### src/rtl/fpu_mailbox_seq.sv
// rtl/fpu_mailbox_seq.sv - round-robin mailbox sequencer between the shared byte RAM and an external FPU
module fpu_mailbox_seq #(
    parameter int ADDR_WIDTH  = 8,
    parameter int NUM_SLOTS   = 4,
    parameter int RD_LAT      = 2,
    parameter int FPU_LATENCY = 4,
    localparam int SW = (NUM_SLOTS > 1) ? $clog2(NUM_SLOTS) : 1
) (
    input  logic                  clk,
    input  logic                  rst_n,
    input  logic                  enable,
    output logic [ADDR_WIDTH-1:0] addr,
    input  logic [7:0]            data_in,
    output logic [7:0]            data_out,
    output logic                  wen,
    output logic [1:0]            fpu_op,
    output logic [31:0]           fpu_a,
    output logic [31:0]           fpu_b,
    output logic                  fpu_start,
    input  logic [31:0]           fpu_s,
    output logic                  busy,
    output logic                  cmd_done,
    output logic [SW-1:0]         cmd_slot
);

    typedef enum logic [2:0] {
        S_IDLE, S_POLL, S_LOAD, S_EXEC, S_WRITE, S_WERR, S_DONE
    } state_t;

    localparam logic [7:0] POLL_LAST = 8'(RD_LAT);
    localparam logic [7:0] CMD_CAP   = 8'(RD_LAT - 1);
    localparam logic [7:0] CAP_LO    = 8'(RD_LAT - 1);
    localparam logic [7:0] CAP_HI    = 8'(RD_LAT + 6);
    localparam logic [7:0] LOAD_LAST = 8'(RD_LAT + 7);
    localparam logic [7:0] EXEC_LAST = 8'(FPU_LATENCY);

    state_t                state, state_d;
    logic [7:0]            cnt, cnt_d;
    logic [SW-1:0]         ptr, ptr_d, next_ptr;
    logic [7:0]            cmd_q, cmd_d;
    logic [63:0]           ab_q, ab_d;
    logic [31:0]           res_q, res_d;
    logic [1:0]            op_q, op_d;
    logic [ADDR_WIDTH-1:0] addr_d;
    logic [7:0]            dout_d;
    logic                  wen_d, start_d, busy_d, done_d;

    function automatic logic [ADDR_WIDTH-1:0] slot_addr(input logic [SW-1:0] s,
                                                        input logic [3:0] off);
        return (ADDR_WIDTH'(s) << 4) | ADDR_WIDTH'(off);
    endfunction

    assign next_ptr = (ptr == SW'(NUM_SLOTS - 1)) ? '0 : ptr + SW'(1);

    always_comb begin
        state_d = state;
        cnt_d   = cnt + 8'd1;
        ptr_d   = ptr;
        cmd_d   = cmd_q;
        ab_d    = ab_q;
        res_d   = res_q;
        op_d    = op_q;

        case (state)
            S_IDLE: begin
                cnt_d = 8'd0;
                if (enable) state_d = S_POLL;
            end
            S_POLL: begin
                if (cnt == CMD_CAP) cmd_d = data_in;
                if (cnt == POLL_LAST) begin
                    cnt_d = 8'd0;
                    if (cmd_q[7]) begin
                        if (cmd_q[6:2] == 5'd0) begin
                            state_d = S_LOAD;
                            op_d    = cmd_q[1:0];
                        end else begin
                            state_d = S_WERR;
                        end
                    end else begin
                        ptr_d   = next_ptr;
                        state_d = enable ? S_POLL : S_IDLE;
                    end
                end
            end
            S_LOAD: begin
                // A then B arrive MSB-first, so one 64-bit shift lands both big-endian
                if (cnt >= CAP_LO && cnt <= CAP_HI) ab_d = {ab_q[55:0], data_in};
                if (cnt == LOAD_LAST) begin
                    state_d = S_EXEC;
                    cnt_d   = 8'd0;
                end
            end
            S_EXEC: begin
                if (cnt == EXEC_LAST) begin
                    res_d   = fpu_s;
                    state_d = S_WRITE;
                    cnt_d   = 8'd0;
                end
            end
            S_WRITE: begin
                if (cnt == 8'd5) begin
                    state_d = S_DONE;
                    cnt_d   = 8'd0;
                end
            end
            S_WERR: begin
                if (cnt == 8'd1) begin
                    state_d = S_DONE;
                    cnt_d   = 8'd0;
                end
            end
            S_DONE: begin
                ptr_d   = next_ptr;
                cnt_d   = 8'd0;
                state_d = enable ? S_POLL : S_IDLE;
            end
            default: begin
                state_d = S_IDLE;
                cnt_d   = 8'd0;
            end
        endcase

        // Outputs are registered: derive them from where the FSM will be next cycle
        addr_d  = addr;
        dout_d  = data_out;
        wen_d   = 1'b0;
        start_d = (state_d == S_EXEC) && (state != S_EXEC);
        busy_d  = (state_d == S_LOAD) || (state_d == S_EXEC) ||
                  (state_d == S_WRITE) || (state_d == S_WERR);
        done_d  = (state_d == S_DONE);

        case (state_d)
            S_POLL: addr_d = slot_addr(ptr_d, 4'd0);
            S_LOAD: begin
                if (cnt_d < 8'd8) addr_d = slot_addr(ptr_d, 4'(cnt_d) + 4'd1);
            end
            S_WRITE: begin
                wen_d = 1'b1;
                case (cnt_d[2:0])
                    3'd0: begin addr_d = slot_addr(ptr_d, 4'd10); dout_d = res_d[31:24]; end
                    3'd1: begin addr_d = slot_addr(ptr_d, 4'd11); dout_d = res_d[23:16]; end
                    3'd2: begin addr_d = slot_addr(ptr_d, 4'd12); dout_d = res_d[15:8];  end
                    3'd3: begin addr_d = slot_addr(ptr_d, 4'd13); dout_d = res_d[7:0];   end
                    3'd4: begin addr_d = slot_addr(ptr_d, 4'd9);  dout_d = {6'b100000, op_q}; end
                    default: begin addr_d = slot_addr(ptr_d, 4'd0); dout_d = 8'h00; end
                endcase
            end
            S_WERR: begin
                wen_d = 1'b1;
                if (cnt_d == 8'd0) begin
                    addr_d = slot_addr(ptr_d, 4'd9);
                    dout_d = 8'hC0;
                end else begin
                    addr_d = slot_addr(ptr_d, 4'd0);
                    dout_d = 8'h00;
                end
            end
            default: ;
        endcase
    end

    always_ff @(posedge clk or negedge rst_n) begin
        if (!rst_n) begin
            state     <= S_IDLE;
            cnt       <= 8'd0;
            ptr       <= '0;
            cmd_q     <= 8'd0;
            ab_q      <= 64'd0;
            res_q     <= 32'd0;
            op_q      <= 2'd0;
            addr      <= '0;
            data_out  <= 8'd0;
            wen       <= 1'b0;
            fpu_start <= 1'b0;
            busy      <= 1'b0;
            cmd_done  <= 1'b0;
        end else begin
            state     <= state_d;
            cnt       <= cnt_d;
            ptr       <= ptr_d;
            cmd_q     <= cmd_d;
            ab_q      <= ab_d;
            res_q     <= res_d;
            op_q      <= op_d;
            addr      <= addr_d;
            data_out  <= dout_d;
            wen       <= wen_d;
            fpu_start <= start_d;
            busy      <= busy_d;
            cmd_done  <= done_d;
        end
    end

    assign fpu_op   = op_q;
    assign fpu_a    = ab_q[63:32];
    assign fpu_b    = ab_q[31:0];
    assign cmd_slot = ptr;

endmodule
### config.mk
export PLATFORM = sky130hd
export DESIGN_NAME = fpu_mailbox_seq
export DESIGN_NICKNAME = d
export VERILOG_FILES = /design/src/rtl/fpu_mailbox_seq.sv
export SDC_FILE = /design/constraint.sdc
export NUM_CORES = 1
export LEC_CHECK = 0
export ABC_AREA = 1
export CORE_ASPECT_RATIO = 0.6
export CORE_MARGIN = 2
export CORE_UTILIZATION = 50
export CTS_CLUSTER_DIAMETER = 50
export DETAILED_ROUTE_END_ITERATION = 16
export GPL_ROUTABILITY_DRIVEN = 0
export PLACE_DENSITY = 0.79
export SLEW_MARGIN = 25
export SYNTH_ARGS = -nofsm -noshare
export SYNTH_HDL_FRONTEND = slang
export SYNTH_SLANG_ARGS = --single-unit
### constraint.sdc
create_clock -name clk -period 5.1 [get_ports clk]
set_input_delay 0.51 -clock clk [delete_from_list [all_inputs] [get_ports clk]]
set_output_delay 0.51 -clock clk [all_outputs]
set_load 0.02 [all_outputs]
# After elaboration in Yosys (flattened, before gate mapping)
# Cells that the tools add are included.
# Widths: inputs -> output; s select.
[classes]
addsub = 3
n_lt_le_gt_ge = 3
n_eq_ne = 24
n_mux = 30
bitwise = 1
n_reduce_logical = 16
[op_table]
columns = ["op", "count"]
rows = [
  ["$pmux 8 s5", 2],
  ["$mux 32", 2],
  ["$mux 8", 7],
  ["$pmux 8 s4", 1],
  ["$mux 3", 8],
  ["$eq 3x3->1 const B", 7],
  ["$pmux 3 s7", 1],
  ["$pmux 4 s5", 1],
  ["$eq 3x2->1 const B", 6],
  ["$eq 8x3->1 const B", 2],
  ["$pmux 8 s2", 1],
  ["$eq 3x1->1 const B", 3],
  ["$add 8x1->8 const B", 1],
  ["$eq 8x1->1 const B", 1],
  ["$eq 8x2->1 const B", 1],
  ["$eq 8x4->1 const B", 1],
  ["$ge 8x1->1 const B", 1],
  ["$le 8x4->1 const B", 1],
  ["$logic_not 8->1", 1],
  ["$lt 8x4->1 const B", 1],
  ["$logic_not 3->1", 2],
  ["$mux 2", 3],
  ["$or 6x4->6", 1],
  ["$reduce_and 2->1", 3],
  ["other kinds (15)", 19],
]
[totals]
regBits = 139
out_inout_bits = 88
wordCells = 90

# Logic depth before layout (Yosys ltp)
[logic_depth]
ltp_word = 9
ltp_mapped = 21

# Worst setup path after synthesis
# OpenSTA, ideal clock, no wires.
[synth_timing]
path_kind = "register -> register"
startpoint = "register cnt[0]"
endpoint = "register data_out[7]"
setup_time_ns = 0.119
t_arrival_ns = 2.278
required_time_ns = 4.981
setup_slack_ns = 2.703
path_stages_with_launch = 22
path_cell_list = "dfrtp_1 inv_1 ha_1 nand3_1 inv_2 nand2_1 nand2_2 inv_1 nor2_1 nand2_2 nand2_1 nor2_1 ha_1 clkbuf_1 inv_1 nand2_1 inv_1 nand3_2 nand2_2 nor2_4 nand2_1 nand2_1"
[synth_between]
elab_chain_cells = 6
word_cells_on_any_way = 32
cone_classes = "add/sub: 1; eq/ne: 11; mux: 17; reduce/logical: 3"
[synth_rtl]
columns = ["item", "line", "rtl"]
rows = [
  ["from (decl)", "38", "logic [7:0] cnt, cnt_d;"],
  ["from (signal assigned)", "180", "cnt <= cnt_d;"],
  ["$add 8x1->8, or another cell as far along", "57", "cnt_d = cnt + 8'd1;"],
  ["$mux 8 (on tied branches)", "--", ""],
  ["$pmux 8 s5", "64", "case (state)"],
  ["$eq 3x3->1, or another cell as far along", "140", "case (cnt_d[2:0])"],
  ["$pmux 8 s5 / $mux 8 (equally long branches)", "140, 151", ""],
  ["$pmux 8 s2", "133", "case (state_d)"],
  ["to (signal assigned)", "187", "data_out <= dout_d;"],
  ["to (decl)", "14", "output logic [7:0] data_out,"],
]
# Several ways; a longest one is shown, not always the timed one.
# A chain may end at the register's enable or synchronous reset.

# Worst setup path after layout
[layout_timing]
startpoint = "register cnt[0]"
endpoint = "register data_out[6]"
[layout_between]
word_cells_on_any_way = 32
cone_classes = "add/sub: 1; eq/ne: 11; mux: 17; reduce/logical: 3"
[layout_rtl]
columns = ["item", "line", "rtl"]
rows = [
  ["$eq 8x3->1", "95", "if (cnt == EXEC_LAST) begin"],
  ["$mux 32", "95", ""],
  ["$mux 32", "64", ""],
  ["named net res_d[30]", "42", "logic [31:0] res_q, res_d;"],
  ["$pmux 8 s5", "140", ""],
  ["$pmux 8 s2", "133", ""],
]
# The timed path passes the listed nets, and every way through them passes these cells.

==> results.toml <==
[run_status]
outcome = "finished, final reports clean"

[detailed_routing]
ant_nets = 0
drc = 0
wl_per_cell_um = 15.9
avgViaCountPerCell = 5.16
first_pass_iters = 5
wirelength_mm = 16.2
drt_iter0_markers = 378
vias = 5265

[clock_network]
clock-sinks = 137
insertion_delay_ns = 0.42
cts_buffers = 17
cts_hold_buf = 0
cts-root-buf = "clkbuf_16"
cts_tree = "done"
clk_pin_slew_worst_paths_ns = 0.07
postCtsSetupBuffers = 0
ctsResizeCount = 0
cts_max_level = 4
cts.path.max_buffers = 2

[floorplanning]
die_x_um = 148
io_pins = 131
core_mm2 = 0.0121
die_area_mm2 = 0.0133
rows = 31
chipHeight_um = 90.2
start_util_pct = 51.3

[synth]
syn-instance-count = 715
yosysSeqAreaShare_pct = 55.4
synthFlopType = "dfrtp_1"
synth.distinct_cells = 40
synth_top_area_cell = "dfrtp_1"
netlist_area_mm2 = 0.00619
synth.area.top_cells = "dfrtp_1, nand2_1, inv_1"
ys_async_sr_fraction_pct = 100
synth.avg_cell_area_um2 = 8.66
synth_warnings = 0
synth-edff-count = 0
synth.top_cell.area_share_pct = 55.4
synth_seq_cells = 137

[setup_path]
crit_path_end_kind = "flip-flop"
worstPathArrival_ns = 3.62
critPathMaxFanout = 34
slowest_stage = "inv_1"
r2r_start = "cnt[0]$_DFF_PN0_"
cpLargestDelayFamily = "simple AND/OR/NAND/NOR gates"
path_buf_inv = 3
path_class = "flip-flop to flip-flop"
max_stage_delay_ns = 0.88
cpMostUsedCell = "nand2_1"
path_cells = "inv_1, ha_1, nand3_1, inv_2, nand3_2, inv_1, nand2_1, nand2_1, nand2_1, nand4_1, nand2_1, a21oi_1"
crit_path_start_kind = "flip-flop"
startpoint = "cnt[0]$_DFF_PN0_"
crit_required_ns = 5.43

[pwr]
p_total_mw = 5.16
vdd_drop_max_uv = 372
powerDensity_mw_per_mm2 = 630
p_leak_nw = 3.99

[sta]
hold_violations = 0
whs_ns = 0.0541
fin_setup_tns_ns = 0
finClkSkew_ns = 0.0116
slew_violations = 0
finalCriticalPeriod_ns = 3.29
relSlewSlack_pct = 44.4
finalSetupViolCount = 0
fin_crit_sh_pct = 64.4
setup_slack_ns = 1.81
fmax_ghz = 0.304
tightestPinTransition_ns = 0.833
rsz0062_at_grt = "no"

[job]
maxCapViolCount = 0

[placement]
placed_area_mm2 = 0.00760
dp_slack_ns = 1.92
dp.cells = 988
portBuffers = 128
dp_hpwl_mm = 11.3

[finish]
nets = 895
final_cell_count_no_fill = 1020
syn2layout_area_growth_pct = 32.3
drive_gt1_share_pct = 10.3
design_area_mm2 = 0.00819
post-route-util_pct = 67.9
antenna_cells = 0

[grt]
grt_pass1_wl_mm = 26.6
grt_overflow = 0
grt_pass1_vias = 5150
grtUsageTotal_pct = 25.4
grt_max_degree = 121
antenna_found_initial = 0

[worst_hold_path]
hold_class = "input pin to asynchronous set/reset pin"
path summary, 6_finish.rpt:
check / endpoint / slack [ns] / cells past startpoint
worst max-delay path: data_out[6]$_DFFE_PN0P_ / 1.81 / 12
worst min-delay path: ab_q[13]$_DFFE_PN0P_ / 0.05 / 1
worst max register to register: data_out[6]$_DFFE_PN0P_ / 1.81 / 12
worst min register to register: res_q[12]$_DFF_PN0_ / 0.48 / 2
max in group asynchronous: ab_q[7]$_DFFE_PN0P_ / 3.91 / 2
min in group clk: res_q[12]$_DFF_PN0_ / 0.48 / 2
cell usage in the layout, fill, tap and decap left out, drive strengths merged:
cell type      Yosys  final
inv               77     85
nand3             33     33
conb               1      2
clkinv             1      4
clkinvlp           0      3
o22ai              2      2
mux2i              1      1
dfrtp            137    137
or2                2      2
buf                6      4
ha                10     10
nor3b              1      1
clkbuf            18     17
a21o               1      1
mux2              11     11
a21oi             30     30
nand3b             1      1
a21boi             1      1
xor2               4      4
bufinv             0      1
nand2            243    243
o21ai             54     54
nand4              9      9
nor3               7      7
nor2              63     63
o31ai              2      2
clkdlybuf4s50      0    127
metal layers:
metal	up-vias	wire, µm	GRT usage, %
li1	2504	-	-
met1	2501	7650	37.3
met4	0	204	6.41
met2	236	7200	38.2
met5	-	0	0
met3	24	1160	5.99
area by class of cell:
cell class,count,area (µm²)
fillers,907,3870
flip-flops and latches,137,3430
multi-input cells,477,2370
repair buffers,131,1310
clock buffers,17,425
inverters,78,295
well taps,165,206
clock inverters,15,159
cell usage after synthesis, types with 2 or more instances:
cell type  count
nand2_1      234
inv_1         69
clkbuf_1      18
nand2_2        6
nor3_2         4
ha_1          10
o21ai_0       49
nand4_1        9
nor2_2         5
dfrtp_1      137
nor2_4         4
nand2_4        3
nor3_1         2
xor2_1         3
o21ai_1        4
nand3_2        5
buf_4          3
mux2_2        11
a21oi_1       30
o22ai_1        2
inv_2          7
buf_2          2
nor2_1        54
nand3_1       28
registers in the layout (all words and copies together), names as in the netlist, named ones only:
register / flops
cnt: 8
fpu_op: 2
res_q: 32
ab_q: 64
cmd_done: 1
state: 3
cmd_q: 8
busy: 1
cmd_slot: 1
fpu_start: 1
addr: 6
wen: 1
data_out: 8
where the power goes:
part	leakage (nW)	switching (mW)	total, mW	internal [mW]
registers	1.65	0.237	1.68	1.44
clock network	0.279	0.522	1.21	0.692
logic	2.06	1.39	2.27	0.880
cell families after synthesis:
kind of cell               count (synthesis)  share of synthesized area (%)
adders and majority gates                 10                           2.02
AOI/OAI and AO/OA                         90                           7.76
and+or+nand+nor                          359                           25.3
muxes                                     12                           2.16
buffers and inverters                    102                           6.57
xor gates and xnor gates                   4                          0.687
other                                      1                         0.0606
DFF                                      137                           55.4
No activity file was read; power rests on OpenSTA's default activity.
